$ cat config.mk
export PLATFORM = sky130hd
export DESIGN_NAME = dwt_level_scheduler_flat
export DESIGN_NICKNAME = d
export VERILOG_FILES = /design/src/rtl/dwt_level_scheduler_pkg.sv /design/src/rtl/dwt_level_scheduler_if.sv /design/src/rtl/dwt_level_scheduler.sv /design/src/flat_wrapper.sv
export SDC_FILE = /design/constraint.sdc
export NUM_CORES = 1
export LEC_CHECK = 0
export CAP_MARGIN = 20
export CORE_MARGIN = 2
export CORE_UTILIZATION = 45
export CTS_CLUSTER_SIZE = 20
export DETAILED_ROUTE_END_ITERATION = 10
export DONT_BUFFER_PORTS = 1
export PLACE_DENSITY = 0.72
export RECOVER_POWER = 25
export SYNTH_ARGS = -nofsm -noshare
export SYNTH_HDL_FRONTEND = slang
export SYNTH_SLANG_ARGS = --single-unit
$ cat constraint.sdc
create_clock -name CLK -period 2.55 [get_ports CLK]
set_input_delay 0.51 -clock CLK [delete_from_list [all_inputs] [get_ports CLK]]
set_output_delay 0.51 -clock CLK [all_outputs]
set_load 0.02 [all_outputs]
$ cat src/rtl/dwt_level_scheduler_pkg.sv
// Shared types and constants for the multi-level DWT scheduler.
package dwt_pkg;
   localparam int unsigned W_WIDTH    = 20;
   localparam int unsigned SAMPLE_W   = 16;
   localparam int unsigned MAX_LEVELS = 8;

   typedef enum logic [2:0] {
      IDLE, CHECK, PRIME, FEED, PAD, NEXT, FINISH
   } state_t;
endpackage

$ cat src/rtl/dwt_level_scheduler_if.sv
// Sample RAM port and filter-pair port seen from the DWT scheduler.
interface dwt_level_scheduler_if #(
   parameter int unsigned ADDR_W = 10
);
   import dwt_pkg::*;

   logic                       rd_en;
   logic [ADDR_W-1:0]          rd_addr;
   logic signed [SAMPLE_W-1:0] rd_data;
   logic                       wr_en;
   logic [ADDR_W-1:0]          wr_addr;
   logic signed [SAMPLE_W-1:0] wr_data;
   logic                       filt_rst;
   logic                       filt_en;
   logic signed [SAMPLE_W-1:0] filt_data;
   logic signed [SAMPLE_W-1:0] lo_data;
   logic signed [SAMPLE_W-1:0] hi_data;
   logic                       filt_we;

   modport master (
      output rd_en, rd_addr, wr_en, wr_addr, wr_data, filt_rst, filt_en, filt_data,
      input  rd_data, lo_data, hi_data, filt_we
   );

   modport slave (
      input  rd_en, rd_addr, wr_en, wr_addr, wr_data, filt_rst, filt_en, filt_data,
      output rd_data, lo_data, hi_data, filt_we
   );
endinterface

$ cat src/rtl/dwt_level_scheduler.sv
// Drives a lo/hi filter pair over the sample RAM for a multi-level 1D DWT;
// approximations are written back in place, details streamed out per level.
module dwt_level_scheduler
   import dwt_pkg::*;
#(
   parameter int unsigned ADDR_W  = 10,
   parameter int unsigned MIN_LEN = 2
) (
   input  logic                       CLK,
   input  logic                       RST_N,
   input  logic                       start,
   input  logic [ADDR_W:0]            len,
   input  logic [3:0]                 levels,
   output logic                       busy,
   output logic                       done,
   output logic [3:0]                 levels_done,
   output logic                       err,
   dwt_level_scheduler_if.master      bus,
   output logic                       det_valid,
   output logic signed [SAMPLE_W-1:0] det_data,
   output logic [3:0]                 det_level
);

   localparam logic [ADDR_W:0] MIN_N = (ADDR_W+1)'(MIN_LEN);

   state_t          state;
   logic [ADDR_W:0] n_q, rd_cnt, out_cnt, half;
   logic [3:0]      lvl_q, cur_level, lvl_nxt;
   logic            rd_pend, bad_args, last_level, collect;

   always_comb begin
      half       = n_q >> 1;
      lvl_nxt    = cur_level + 4'd1;
      bad_args   = len[0] || (len < MIN_N) || (levels == '0);
      last_level = (lvl_nxt == lvl_q) || (lvl_nxt == 4'(MAX_LEVELS)) ||
                   half[0] || (half < MIN_N);
      collect    = ((state == FEED) || (state == PAD)) && bus.filt_we;
   end

   always_ff @(posedge CLK or negedge RST_N) begin
      if (!RST_N) begin
         state         <= IDLE;
         n_q           <= '0;
         rd_cnt        <= '0;
         out_cnt       <= '0;
         lvl_q         <= '0;
         cur_level     <= '0;
         rd_pend       <= 1'b0;
         busy          <= 1'b0;
         done          <= 1'b0;
         err           <= 1'b0;
         levels_done   <= '0;
         bus.rd_en     <= 1'b0;
         bus.rd_addr   <= '0;
         bus.wr_en     <= 1'b0;
         bus.wr_addr   <= '0;
         bus.wr_data   <= '0;
         bus.filt_rst  <= 1'b1;
         bus.filt_en   <= 1'b0;
         bus.filt_data <= '0;
         det_valid     <= 1'b0;
         det_data      <= '0;
         det_level     <= '0;
      end else begin
         done         <= 1'b0;
         bus.filt_rst <= 1'b0;
         bus.rd_en    <= 1'b0;
         bus.filt_en  <= 1'b0;
         bus.wr_en    <= 1'b0;
         det_valid    <= 1'b0;

         // Read data returns one cycle after rd_en; forward it to the filters.
         rd_pend <= bus.rd_en;
         if (rd_pend) begin
            bus.filt_en   <= 1'b1;
            bus.filt_data <= bus.rd_data;
         end

         if (collect) begin
            bus.wr_en   <= 1'b1;
            bus.wr_addr <= out_cnt[ADDR_W-1:0];
            bus.wr_data <= bus.lo_data;
            det_valid   <= 1'b1;
            det_data    <= bus.hi_data;
            det_level   <= cur_level;
            out_cnt     <= out_cnt + 1'b1;
         end

         case (state)
            IDLE: begin
               // The done cycle itself must not accept a new start.
               if (start && !done) begin
                  n_q   <= len;
                  lvl_q <= levels;
                  err   <= 1'b0;
                  busy  <= 1'b1;
                  state <= CHECK;
               end
            end
            CHECK: begin
               if (bad_args) begin
                  err         <= 1'b1;
                  done        <= 1'b1;
                  levels_done <= '0;
                  busy        <= 1'b0;
                  state       <= IDLE;
               end else begin
                  cur_level    <= '0;
                  bus.filt_rst <= 1'b1;
                  state        <= PRIME;
               end
            end
            PRIME: begin
               rd_cnt  <= '0;
               out_cnt <= '0;
               state   <= FEED;
            end
            FEED: begin
               if (rd_cnt != n_q) begin
                  bus.rd_en   <= 1'b1;
                  bus.rd_addr <= rd_cnt[ADDR_W-1:0];
                  rd_cnt      <= rd_cnt + 1'b1;
               end else if (!bus.rd_en && !rd_pend) begin
                  state <= PAD;
               end
            end
            PAD: begin
               if (out_cnt == half) begin
                  state <= NEXT;
               end else begin
                  bus.filt_en   <= 1'b1;
                  bus.filt_data <= '0;
               end
            end
            NEXT: begin
               cur_level <= lvl_nxt;
               n_q       <= half;
               if (last_level) begin
                  done        <= 1'b1;
                  busy        <= 1'b0;
                  levels_done <= lvl_nxt;
                  state       <= FINISH;
               end else begin
                  bus.filt_rst <= 1'b1;
                  state        <= PRIME;
               end
            end
            FINISH:  state <= IDLE;
            default: state <= IDLE;
         endcase
      end
   end

endmodule

$ cat src/flat_wrapper.sv
// flat-port wrapper written by rule: the top's interface ports become plain ports
module dwt_level_scheduler_flat import dwt_pkg::*;
#(
   parameter int unsigned ADDR_W  = 10,
   parameter int unsigned MIN_LEN = 2
)
  (CLK, RST_N, start, len, levels, busy, done, levels_done, err, det_valid, det_data, det_level, bus_rd_en, bus_rd_addr, bus_wr_en, bus_wr_addr, bus_wr_data, bus_filt_rst, bus_filt_en, bus_filt_data, bus_rd_data, bus_lo_data, bus_hi_data, bus_filt_we);
  dwt_level_scheduler_if #(.ADDR_W(ADDR_W)) bus_i ();
  input  logic CLK;
  input  logic RST_N;
  input  logic start;
  input  logic [ADDR_W:0] len;
  input  logic [3:0] levels;
  output logic busy;
  output logic done;
  output logic [3:0] levels_done;
  output logic err;
  output logic det_valid;
  output logic signed [SAMPLE_W-1:0] det_data;
  output logic [3:0] det_level;
  output wire logic [$bits(bus_i.rd_en)-1:0] bus_rd_en;
  output wire logic [$bits(bus_i.rd_addr)-1:0] bus_rd_addr;
  output wire logic [$bits(bus_i.wr_en)-1:0] bus_wr_en;
  output wire logic [$bits(bus_i.wr_addr)-1:0] bus_wr_addr;
  output wire logic [$bits(bus_i.wr_data)-1:0] bus_wr_data;
  output wire logic [$bits(bus_i.filt_rst)-1:0] bus_filt_rst;
  output wire logic [$bits(bus_i.filt_en)-1:0] bus_filt_en;
  output wire logic [$bits(bus_i.filt_data)-1:0] bus_filt_data;
  input wire logic [$bits(bus_i.rd_data)-1:0] bus_rd_data;
  input wire logic [$bits(bus_i.lo_data)-1:0] bus_lo_data;
  input wire logic [$bits(bus_i.hi_data)-1:0] bus_hi_data;
  input wire logic [$bits(bus_i.filt_we)-1:0] bus_filt_we;
  assign bus_rd_en = bus_i.rd_en;
  assign bus_rd_addr = bus_i.rd_addr;
  assign bus_wr_en = bus_i.wr_en;
  assign bus_wr_addr = bus_i.wr_addr;
  assign bus_wr_data = bus_i.wr_data;
  assign bus_filt_rst = bus_i.filt_rst;
  assign bus_filt_en = bus_i.filt_en;
  assign bus_filt_data = bus_i.filt_data;
  assign bus_i.rd_data = bus_rd_data;
  assign bus_i.lo_data = bus_lo_data;
  assign bus_i.hi_data = bus_hi_data;
  assign bus_i.filt_we = bus_filt_we;
  dwt_level_scheduler #(.ADDR_W(ADDR_W), .MIN_LEN(MIN_LEN)) u_core (.CLK(CLK), .RST_N(RST_N), .start(start), .len(len), .levels(levels), .busy(busy), .done(done), .levels_done(levels_done), .err(err), .bus(bus_i), .det_valid(det_valid), .det_data(det_data), .det_level(det_level));
endmodule
==> results.py, run 1 <==
metrics = {
    "detailed_routing": {
        "drc": 0,
        "drt-initial-drc-count": 159,
        "ant_nets": 0,
        "dr.pass1.iters": 4,
        "m1WireLength_um": 4905,
        "wl_met2_um": 5663,
        "finalWirelength_um": 11690,
        "wl_per_cell_um": 17.88,
        "met3_wirelength_um": 989,
        "routed-via-count": 3603,
        "top_layer_used": "met4",
        "vias_per_cell": 5.509,
    },
    "placement": {
        "place_inst": 622,
        "dp_hpwl_um": 8163,
        "post-place-ws_ps": 341.0,
        "port_buffers": 0,
        "place.gp.congestion": 0.8182,
        "placed_area_um2": 5822,
    },
    "sta": {
        "timing.hold.ws_ps": -214.0,
        "final_max_slew_viol_count": 0,
        "clock.fmax_mhz": 455.4,
        "worst_clock_skew_ps": 13.26,
        "final.setup.worst_slack_ps": 354.1,
        "finalSetupViolations": 0,
        "tightestPinTransition_ps": 501.5,
        "min_period_over_period": 0.8611,
        "timing.setup.tns_ps": 0,
        "min_period_ps": 2196,
        "relSlewSlack": 0.6626,
        "final_hold_viol_count": 128,
        "rsz0062_at_grt": "no",
    },
    "yosys": {
        "syn_area_per_cell_um2": 12.10,
        "synth_area_um2": 5649,
        "synth_cells": 467,
        "synth_edf_count": 0,
        "yosys_warnings": 0,
        "syn_nets": 537,
        "ys_ff_latch": 128,
        "synth_flop_cell": "dfrtp_1",
        "synth.distinct_cells": 43,
        "synth-async-reset-ratio": 1.000,
        "ys_seq_area_frac": 0.5672,
    },
    "grt": {
        "antenna_found_initial": 0,
        "grt_pass1_vias": 3721,
        "grt_pass1_wl_um": 18770,
        "grt_max_degree": 129,
        "track_usage": 0.1837,
        "grt_overflow": 0,
    },
    "setup_path": {
        "endpoint_kind": "flip-flop",
        "crit_chain": "ha_1 -> xor3_1 -> nor3_1 -> a211oi_1 -> a211o_1 -> nand2_1 -> o21ai_0",
        "worstPathMaxFanout": 9,
        "cp.required_ps": 2830,
        "start_kind": "flip-flop",
        "criticalPathCategory": "reg -> reg",
        "cp_slowest_cell": "dfrtp_1",
        "cp.arrival_ps": 2480,
        "slowest_delay_ps": 500,
        "path_buf_inv": 0,
        "critPathTopFamily": "compound AO/OA/AOI/OAI gates",
    },
    "run_status": {
        "violations": "negative hold slack",
        "status": "finished, violations left",
    },
    "cells_and_area": {
        "nFillCells": 1048,
        "diodes": 0,
        "nNetsFinal": 543,
        "stdcell_count": 654,
        "area_growth_pct": 14.33,
        "drive_above_1_share": 0.2263,
        "finalInstanceArea_um2": 6459,
    },
    "cts": {
        "cts_tree": "built",
        "cts_setup_buffers": 0,
        "cts_root_buf": "clkbuf_16",
        "clock_latency_ps": 420,
        "cts.clk_slew.worst_paths_ps": 60,
        "numCtsBuffers": 17,
        "htreeDepth": 4,
        "clock_sinks": 128,
        "clockBufferDepth": 2,
        "cts_resized": 0,
    },
    "flow_run": {
        "drv_cap": 0,
    },
    "floorplan": {
        "die_area_um2": 13470,
        "row_count": 40,
        "die_h_um": 116.0,
        "boundaryPins": 151,
        "core_um2": 12110,
        "die_w_um": 116.0,
        "start_util": 0.4664,
    },
    "power": {
        "p_leak_nw": 2.836,
        "finalPower_mw": 5.445,
        "p_per_area_nw_per_um2": 843.1,
        "irDropWorstVdd_mv": 0.6360,
    },
    "worst_hold_path": {
        "min_path_type": "in -> async",
    },
}
==> Yosys cell counts (7+ instances only) <==
library cell / number / share of area
a21oi_1: 17 / 0.015
mux2i_1: 34 / 0.060
xor2_1: 14 / 0.022
nand2_1: 30 / 0.020
mux2_2: 60 / 0.12
buf_2: 12 / 0.011
nor2_1: 50 / 0.033
nand4_1: 8 / 0.0089
xnor2_1: 23 / 0.036
o21ai_0: 12 / 0.011
nand3_1: 8 / 0.0071
inv_1: 7 / 0.0047
clkbuf_1: 7 / 0.0047
nor4_1: 7 / 0.0078
dfrtp_1: 127 / 0.56
==> worst reg2reg max path, stage by stage, from the launching register on <==
cell and delay (ps):
dfrtp_1 500, ha_1 270, xor3_1 420, nor3_1 190, a211oi_1 150, a211o_1 380
nand2_1 80, o21ai_0 70
==> metal layers <==
layer / track usage / vias up
li1: - / 1644
met1: 0.2239 / 1795
met2: 0.2959 / 152
met3: 0.07688 / 12
met4: 0.06349 / 0
met5: 0 / -
==> cells by family (layout without fill, tap and decap cells) <==
logic type	after synthesis	in the layout	share of synthesized area
mux	94	94	0.1798
flops	128	128	0.5672
fa+ha+maj	3	3	0.006645
buf+inv	29	48	0.02326
simple gates	132	132	0.1145
xor+xnor	38	38	0.06157
compound gates	43	43	0.04696
==> worst paths after layout <==
path                                           from                    end  slack, ps  depth (start not counted)
worst max register to register  u_core.cur_level[0]  u_core.levels_done[3]        350                          7
max in group asynchronous                     RST_N    u_core.bus.filt_rst       2590                          0
worst min-delay path                          RST_N       u_core.rd_cnt[8]       -210                          0
worst min register to register      u_core.lvl_q[3]        u_core.lvl_q[3]        540                          1
min in group CLK                     bus_hi_data[7]     u_core.det_data[7]        240                          1
worst max-delay path            u_core.cur_level[0]  u_core.levels_done[3]        350                          7
==> cell type report <==
class | count | area [um2] | area share
sequential | 128 | 3204 | 0.4961
timing repair buffer | 9 | 67.56 | 0.01046
inverter | 7 | 26.28 | 0.004068
multi-input combinational | 310 | 2313 | 0.3582
tap | 168 | 210.2 | 0.03255
clock inverter | 11 | 186.4 | 0.02886
clock buffer | 21 | 450.4 | 0.06974
==> cell usage in the layout, fill, tap and decap left out, types with 3 or more instances in the layout <==
master and instances:
nor2_1 50, mux2_2 60, xor2_1 14, or2_2 3
inv_1 7, ha_1 3, nand3_1 8, clkinv_2 4
clkbuf_1 3, nand4_1 8, bufinv_16 5, mux2i_1 34
xnor2_1 23, dfrtp_1 127, and3_1 4, nor3_1 4
nor4_1 7, nand2_1 30, clkbuf_16 17, buf_4 9
nand2b_1 5, or4_1 3, o21ai_0 12, a21oi_1 17
==> registers in the layout, indices dropped and copies added, names as in the netlist, 3 cells and up <==
signal and count:
u_core.rd_cnt 11, u_core.det_data 16, u_core.bus.rd_addr 10, u_core.lvl_q 4, u_core.det_level 4, u_core.out_cnt 11
u_core.bus.wr_data 16, u_core.n_q 11, u_core.cur_level 4, u_core.levels_done 4, u_core.state 3, u_core.bus.filt_data 16
u_core.bus.wr_addr 10
==> stage by stage <==
step	utilization	hold slack (ps)
CTS	0.5333	-224.7
global placement	0.4807	218.8
finish	0.5333	-214.0
floorplan	-	214.4
global route	0.5333	-240.0
detailed placement	0.4807	220.0
==> power breakdown <==
part / switching, mW / leakage, nW / internal, mW
clock: 0.839 / 0.311 / 1.75
sequential: 0.330 / 1.47 / 2.21
combinational: 0.134 / 1.06 / 0.185
total: 1.30 / 2.84 / 4.14
No activity file was read; power rests on OpenSTA's default activity.
==> run 2, diff against run 1 <==
CELL_PAD_IN_SITES_DETAIL_PLACEMENT = 0   (was unset)
CELL_PAD_IN_SITES_GLOBAL_PLACEMENT = 2   (was unset)
CORE_UTILIZATION = 41   (was 45)
PLACE_DENSITY = 0.91   (was 0.72)
==> run 2 against run 1 <==
  * The flow still finishes with violations (negative hold slack)
  * Count of clock-buffer cells in the layout unchanged
  * Global-route usage down 1.1 points
  * Critical path depth unchanged
  * Routed wire length up 0.59%
  * Die area up 9.4%
  * Cell count up 3.7%
  * Highest routed layer unchanged
  * Worst hold slack better by 14 ps
==> results.py, run 2 (synthesized netlist as in run 1, its figures left out) <==
metrics = {
    "run_status": {
        "status": "finished, violations left",
        "violations": "negative hold slack",
    },
    "floorplan": {
        "die_h_um": 121.4,
        "row_count": 42,
        "boundaryPins": 151,
        "die_w_um": 121.4,
        "core_um2": 13350,
        "start_util": 0.4232,
        "die_area_um2": 14730,
    },
    "cells_and_area": {
        "diodes": 0,
        "nNetsFinal": 559,
        "drive_above_1_share": 0.2550,
        "seq_area_um2": 3204,
        "mostFrequentLayoutCells": "127 x dfrtp_1, 60 x mux2_2, 50 x nor2_1",
        "multi_input_area_um2": 2313,
        "largestRegisters": "u_core.bus.filt_data: 16 flops, u_core.bus.wr_data: 16 flops, u_core.det_data: 16 flops",
        "area_growth_pct": 15.99,
        "nFillCells": 1230,
        "mostFrequentLayoutCell": "dfrtp_1",
    },
    "grt": {
        "grt_pass1_vias": 3812,
        "grt_util_met1": 0.2125,
        "antenna_found_initial": 0,
        "met3_usage": 0.07331,
        "grt_pass1_wl_um": 19670,
        "grt_max_degree": 129,
        "use_met2": 0.2813,
        "busiest_layer": "met2",
        "grt_overflow": 0,
        "track_usage": 0.1725,
    },
    "worst_hold_path": {
        "min_path_type": "in -> async",
    },
    "detailed_routing": {
        "drt-initial-drc-count": 133,
        "vias_per_cell": 5.307,
        "finalWirelength_um": 11760,
        "drc": 0,
        "dr.pass1.iters": 6,
        "ant_nets": 0,
        "routed-via-count": 3598,
        "wl_per_cell_um": 17.35,
    },
    "power": {
        "p_per_area_nw_per_um2": 801.6,
        "irDropWorstVdd_mv": 0.4872,
        "p_leak_nw": 2.880,
    },
    "setup_path": {
        "criticalPathCategory": "reg -> reg",
        "cp.arrival_ps": 2540,
        "reg2reg_depth": 7,
        "rr_startpoint": "u_core.cur_level[0]",
        "start_kind": "flip-flop",
        "endpoint_kind": "flip-flop",
        "cp.required_ps": 2820,
        "worstPathMaxFanout": 9,
        "worstReg2RegEnd": "u_core.levels_done[0]",
        "reg2reg_slack_ps": 280,
    },
    "sta": {
        "min_period_ps": 2270,
        "finalSetupViolations": 0,
        "clock.fmax_mhz": 440.6,
        "final_hold_viol_count": 127,
        "rsz0062_at_grt": "no",
        "final_max_slew_viol_count": 0,
        "min_period_over_period": 0.8901,
        "final.setup.worst_slack_ps": 280.2,
        "worst_clock_skew_ps": 8.556,
        "relSlewSlack": 0.5336,
        "tightestPinTransition_ps": 697.0,
        "timing.hold.ws_ps": -199.7,
        "timing.setup.tns_ps": 0,
    },
    "placement": {
        "port_buffers": 0,
        "place.gp.congestion": 0.7952,
        "dp_hpwl_um": 8516,
        "post-place-ws_ps": 283.5,
    },
    "cts": {
        "cts_root_buf": "clkbuf_16",
        "clock_sinks": 128,
        "cts_setup_buffers": 0,
        "numCtsBuffers": 17,
        "clock_latency_ps": 410,
        "cts_tree": "built",
        "clockBufferDepth": 2,
        "htreeDepth": 4,
        "cts.clk_slew.worst_paths_ps": 50,
    },
    "flow_run": {
        "drv_cap": 0,
    },
}
==> run 2: cell count changes in the layout (fill, tap and decap cells not counted), sizes merged <==
cell | previous run | this run
clkinv | 5 | 3
buf | 9 | 25
bufinv | 5 | 2
inv | 7 | 9
clkinvlp | 1 | 4
==> run 2: worst max path at each step <==
| stage | from | end | slack (ps) | depth (start not counted) |
|---|---|---|---|---|
| after floorplan | len[4] | u_core.levels_done[0] | 600 | 6 |
| after global placement | u_core.cur_level[0] | u_core.levels_done[3] | 350 | 7 |
| after detailed placement | u_core.cur_level[0] | u_core.levels_done[0] | 280 | 7 |
| after CTS | u_core.cur_level[0] | u_core.levels_done[0] | 280 | 7 |
| after global routing | u_core.cur_level[0] | u_core.busy | 60 | 7 |
| final | u_core.cur_level[0] | u_core.levels_done[0] | 280 | 7 |
==> run 2: metrics by stage <==
step                      std cells  utilization  total power, mW  hold WS, ps  cell area [um2]
after CTS                       678       0.4909            5.323       -223.4             6553
after floorplan                 467            -            2.784        214.4             5649
after global placement          646       0.4459            2.863        218.8             5952
after global routing            678       0.4909            5.503       -236.8             6553
after detailed placement        646       0.4459            2.887        221.0             5952
final                           678       0.4909            5.253       -199.7             6553
==> run 2: final cells by class <==
type,instances,share of cell area
Tap cell,176,0.03361
Clock buffer,21,0.07180
Inverter,7,0.004010
Multi-Input combinational cell,310,0.3531
Sequential cell,128,0.4890
Clock inverter,11,0.01986
Timing Repair Buffer,25,0.02864
==> run 2: power breakdown <==
group          internal, mW  switching (mW)  total, mW
clock network          1.52           0.878       2.40
logic                 0.187           0.132      0.318
registers              2.20           0.330       2.53
total                  3.91            1.34       5.25
==> run 2: critical path, cell delays in order (launching register included) <==
cell	delay (ps)
dfrtp_1	520
ha_1	280
xor3_1	430
nor3_1	210
a211oi_1	160
a211o_1	390
nand2_1	80
o21ai_0	80
==> run 2: routing by layer <==
metal	vias up	wire length (um)
met2	137	5666
met1	1777	4895
met5	-	0
met4	0	106
li1	1673	-
met3	11	1091
==> run 2: what timing repair did <==
action,in CTS,in global routing
endpoints found under the hold margin,128,128
setup endpoints to repair,0,0
gates resized for setup,0,0
==> run 3, diff against run 2 <==
ABC_AREA = 1   (was unset)
CORE_UTILIZATION = 36   (was 41)
==> run 3 against run 2 <==
  * The flow still finishes with violations (negative hold slack)
  * Highest routed layer unchanged
  * Clock power about the same
  * Critical path type unchanged
  * Clock skew shrank 3.0 ps
  * Worst hold slack got worse by 13 ps
  * Die area grew 17%
  * Flip-flop and latch count did not move
  * Routed wire length is 18% higher
  * Worst setup slack gained 430 ps
  * Synthesized cell count rose by 53%
  * Combinational power rose to 6.5 times the previous value
  * Final area grew 0.71%
  * Non-clock buffer count is 19 lower
  * Via count grew 28%
==> results.py, run 3 <==
metrics = {
    "run_status": {
        "status": "finished, violations left",
        "violations": "negative hold slack",
    },
    "setup_path": {
        "crit_chain": "inv_1 -> nor2_1 -> nand2_2 -> nand2_2 -> nand2_4 -> buf_4 -> o21ai_0 -> a21oi_1",
        "reg2reg_slack_ps": 710,
        "reg2reg_depth": 8,
        "crit_start": "u_core.state[1]",
        "rr_startpoint": "u_core.state[1]",
        "worstPathMaxFanout": 45,
        "worstReg2RegEnd": "u_core.out_cnt[0]",
        "slowest_delay_ps": 420,
        "path_depth": 8,
        "cp-endpoint": "u_core.out_cnt[0]",
        "criticalPathCategory": "reg -> reg",
        "cp.arrival_ps": 2170,
        "start_kind": "flip-flop",
        "cp_slowest_cell": "buf_4",
        "cp.required_ps": 2890,
        "cpMostUsedCell": "nand2_2",
        "endpoint_kind": "flip-flop",
        "path_buf_inv": 2,
        "critPathTopFamily": "simple AND/OR/NAND/NOR gates",
    },
    "yosys": {
        "synth-async-reset-ratio": 1.000,
        "synth_area_leaders": "dfrtp_1 54%, nand2_1 19%, o21ai_0 3.6%",
        "synth_area_um2": 5836,
        "ys_seq_area_frac": 0.5491,
        "synth_edf_count": 0,
        "yosys.area.top_type": "dfrtp_1",
        "ys_ff_latch": 128,
        "synth.most_common_cell": "nand2_1",
        "synth_common_cells": "288 x nand2_1, 127 x dfrtp_1, 54 x inv_1, 54 x nor2_1, 42 x o21ai_0",
        "synth_cells": 713,
        "synth_flop_cell": "dfrtp_1",
        "synth.distinct_cells": 34,
        "yosys_warnings": 0,
        "synth_top_area_share": 0.5446,
        "syn_nets": 783,
        "syn_area_per_cell_um2": 8.185,
    },
    "sta": {
        "rsz0062_at_grt": "no",
        "timing.setup.tns_ps": 0,
        "worst_clock_skew_ps": 5.524,
        "final_hold_viol_count": 127,
        "timing.hold.ws_ps": -213.0,
        "min_period_over_period": 0.7210,
        "clock.fmax_mhz": 543.9,
        "relSlewSlack": 0.6402,
        "final.setup.worst_slack_ps": 711.4,
        "tightestPinTransition_ps": 538.3,
        "min_period_ps": 1839,
        "finalSetupViolations": 0,
        "final_max_slew_viol_count": 0,
    },
    "cells_and_area": {
        "seq_area_um2": 3204,
        "multi_input_area_um2": 2286,
        "mostFrequentLayoutCells": "288 x nand2_1, 127 x dfrtp_1, 54 x inv_1, 54 x nor2_1, 42 x o21ai_0",
        "nFillCells": 1590,
        "stdcell_count": 942,
        "largestRegisters": "u_core.bus.filt_data: 16 flops, u_core.bus.wr_data: 16 flops, u_core.det_data: 16 flops",
        "diodes": 0,
        "area_growth_pct": 13.08,
        "drive_above_1_share": 0.07576,
        "finish.utilization": 0.4154,
        "nNetsFinal": 784,
        "mostFrequentLayoutCell": "nand2_1",
        "finalInstanceArea_um2": 6599,
    },
    "cts": {
        "clock_latency_ps": 410,
        "htreeDepth": 4,
        "clockBufferDepth": 2,
        "numCtsBuffers": 17,
        "cts_tree": "built",
        "clock_sinks": 128,
        "cts.clk_slew.worst_paths_ps": 60,
        "cts_setup_buffers": 0,
        "cts_root_buf": "clkbuf_16",
    },
    "placement": {
        "dp_hpwl_um": 10090,
        "place_inst": 911,
        "post-place-ws_ps": 711.7,
        "placed_area_um2": 6020,
        "place.gp.congestion": 0.8577,
        "port_buffers": 0,
    },
    "detailed_routing": {
        "routed-via-count": 4588,
        "drt-initial-drc-count": 214,
        "dr.pass1.iters": 5,
        "ant_nets": 0,
        "vias_per_cell": 4.870,
        "wl_per_cell_um": 14.73,
        "drc": 0,
        "finalWirelength_um": 13880,
    },
    "floorplan": {
        "die_area_um2": 17240,
        "die_w_um": 131.3,
        "die_h_um": 131.3,
        "boundaryPins": 151,
        "core_um2": 15890,
        "start_util": 0.3674,
        "row_count": 46,
    },
    "worst_hold_path": {
        "min_path_type": "in -> async",
    },
    "power": {
        "power_switching_mw": 3.427,
        "p_clk_frac": 0.285,
        "combPwrFrac": 0.248,
        "p_leak_nw": 3.194,
        "finalPower_mw": 8.302,
        "power_frac_seq": 0.467,
        "power.internal_mw": 4.874,
        "irDropWorstVdd_mv": 0.5801,
        "p_sw_frac": 0.4128,
        "p_per_area_nw_per_um2": 1258,
    },
    "grt": {
        "grt_pass1_vias": 4505,
        "track_usage": 0.1661,
        "grt_pass1_wl_um": 22850,
        "grt_overflow": 0,
        "grt_max_degree": 129,
        "antenna_found_initial": 0,
    },
    "flow_run": {
        "drv_cap": 0,
    },
}
[run 3: cell count changes in the layout (fill, tap and decap cells not counted), moves of 6 or more]
cell,delta
inv_1,+47
nand2_1,+258
nor4_1,-6
nor3_1,+9
o21ai_0,+30
mux2i_1,-34
o211ai_1,+9
a21oi_1,+9
o21ai_2,+7
xnor2_1,-18
nand3_1,+17
mux2_2,-60
buf_4,-19
[run 3: what timing repair did]
action | 4_1_cts | 5_1_grt
gates resized for setup | 0 | 0
endpoints found under the hold margin | 128 | 128
endpoints found under the setup margin | 0 | 0
[run 3: metal layers]
| metal | up-vias | routed length (um) | GRT usage |
|---|---|---|---|
| met1 | 2119 | 6198 | 0.2063 |
| met4 | 0 | 320 | 0.06643 |
| met2 | 179 | 6060 | 0.2564 |
| li1 | 2259 | - | - |
| met5 | - | 0 | 0 |
| met3 | 31 | 1300 | 0.07022 |
[run 3: cell type report]
type | instances | area share
clock buffer | 18 | 0.06655
clock inverter | 13 | 0.02124
inverter | 57 | 0.03242
multi-input combinational | 504 | 0.3464
sequential | 128 | 0.4856
tap | 216 | 0.04096
timing repair buffer | 6 | 0.006826
[run 3: worst reg2reg max path, stage by stage (launching register included)]
cell	delay [ps]
dfrtp_1	400
inv_1	60
nor2_1	50
nand2_2	200
nand2_2	140
nand2_4	190
buf_4	430
o21ai_0	160
a21oi_1	130
[run 3: worst min path at each step]
stage / startpoint / endpoint / slack [ps] / cells past startpoint
2_1_floorplan: RST_N / u_core.bus.filt_data[0] / 210 / 0
3_3_place_gp: RST_N / u_core.bus.rd_addr[9] / 220 / 0
3_5_place_dp: RST_N / u_core.bus.rd_addr[9] / 220 / 0
4_1_cts: RST_N / u_core.bus.rd_addr[9] / -230 / 0
5_1_grt: RST_N / u_core.bus.rd_addr[9] / -240 / 0
6_report: RST_N / u_core.bus.rd_addr[9] / -210 / 0
[run 3: power by group through the flow]
stage,Combinational [mW],Clock (mW),Sequential [mW]
after floorplan,1.77,0,3.67
after global placement,2.01,0,3.90
after detailed placement,2.11,0,3.89
after CTS,2.10,2.41,3.88
after global routing,2.42,2.49,3.97
final,2.06,2.37,3.87
[run 3: logic make-up after synthesis]
kind of cell | synth area share
buffers and inverters | 0.05918
and+or+nand+nor | 0.2727
DFF | 0.5491
AOI/OAI and AO/OA | 0.08855
xor gates and xnor gates | 0.02401
adders and majority gates | 0.006433
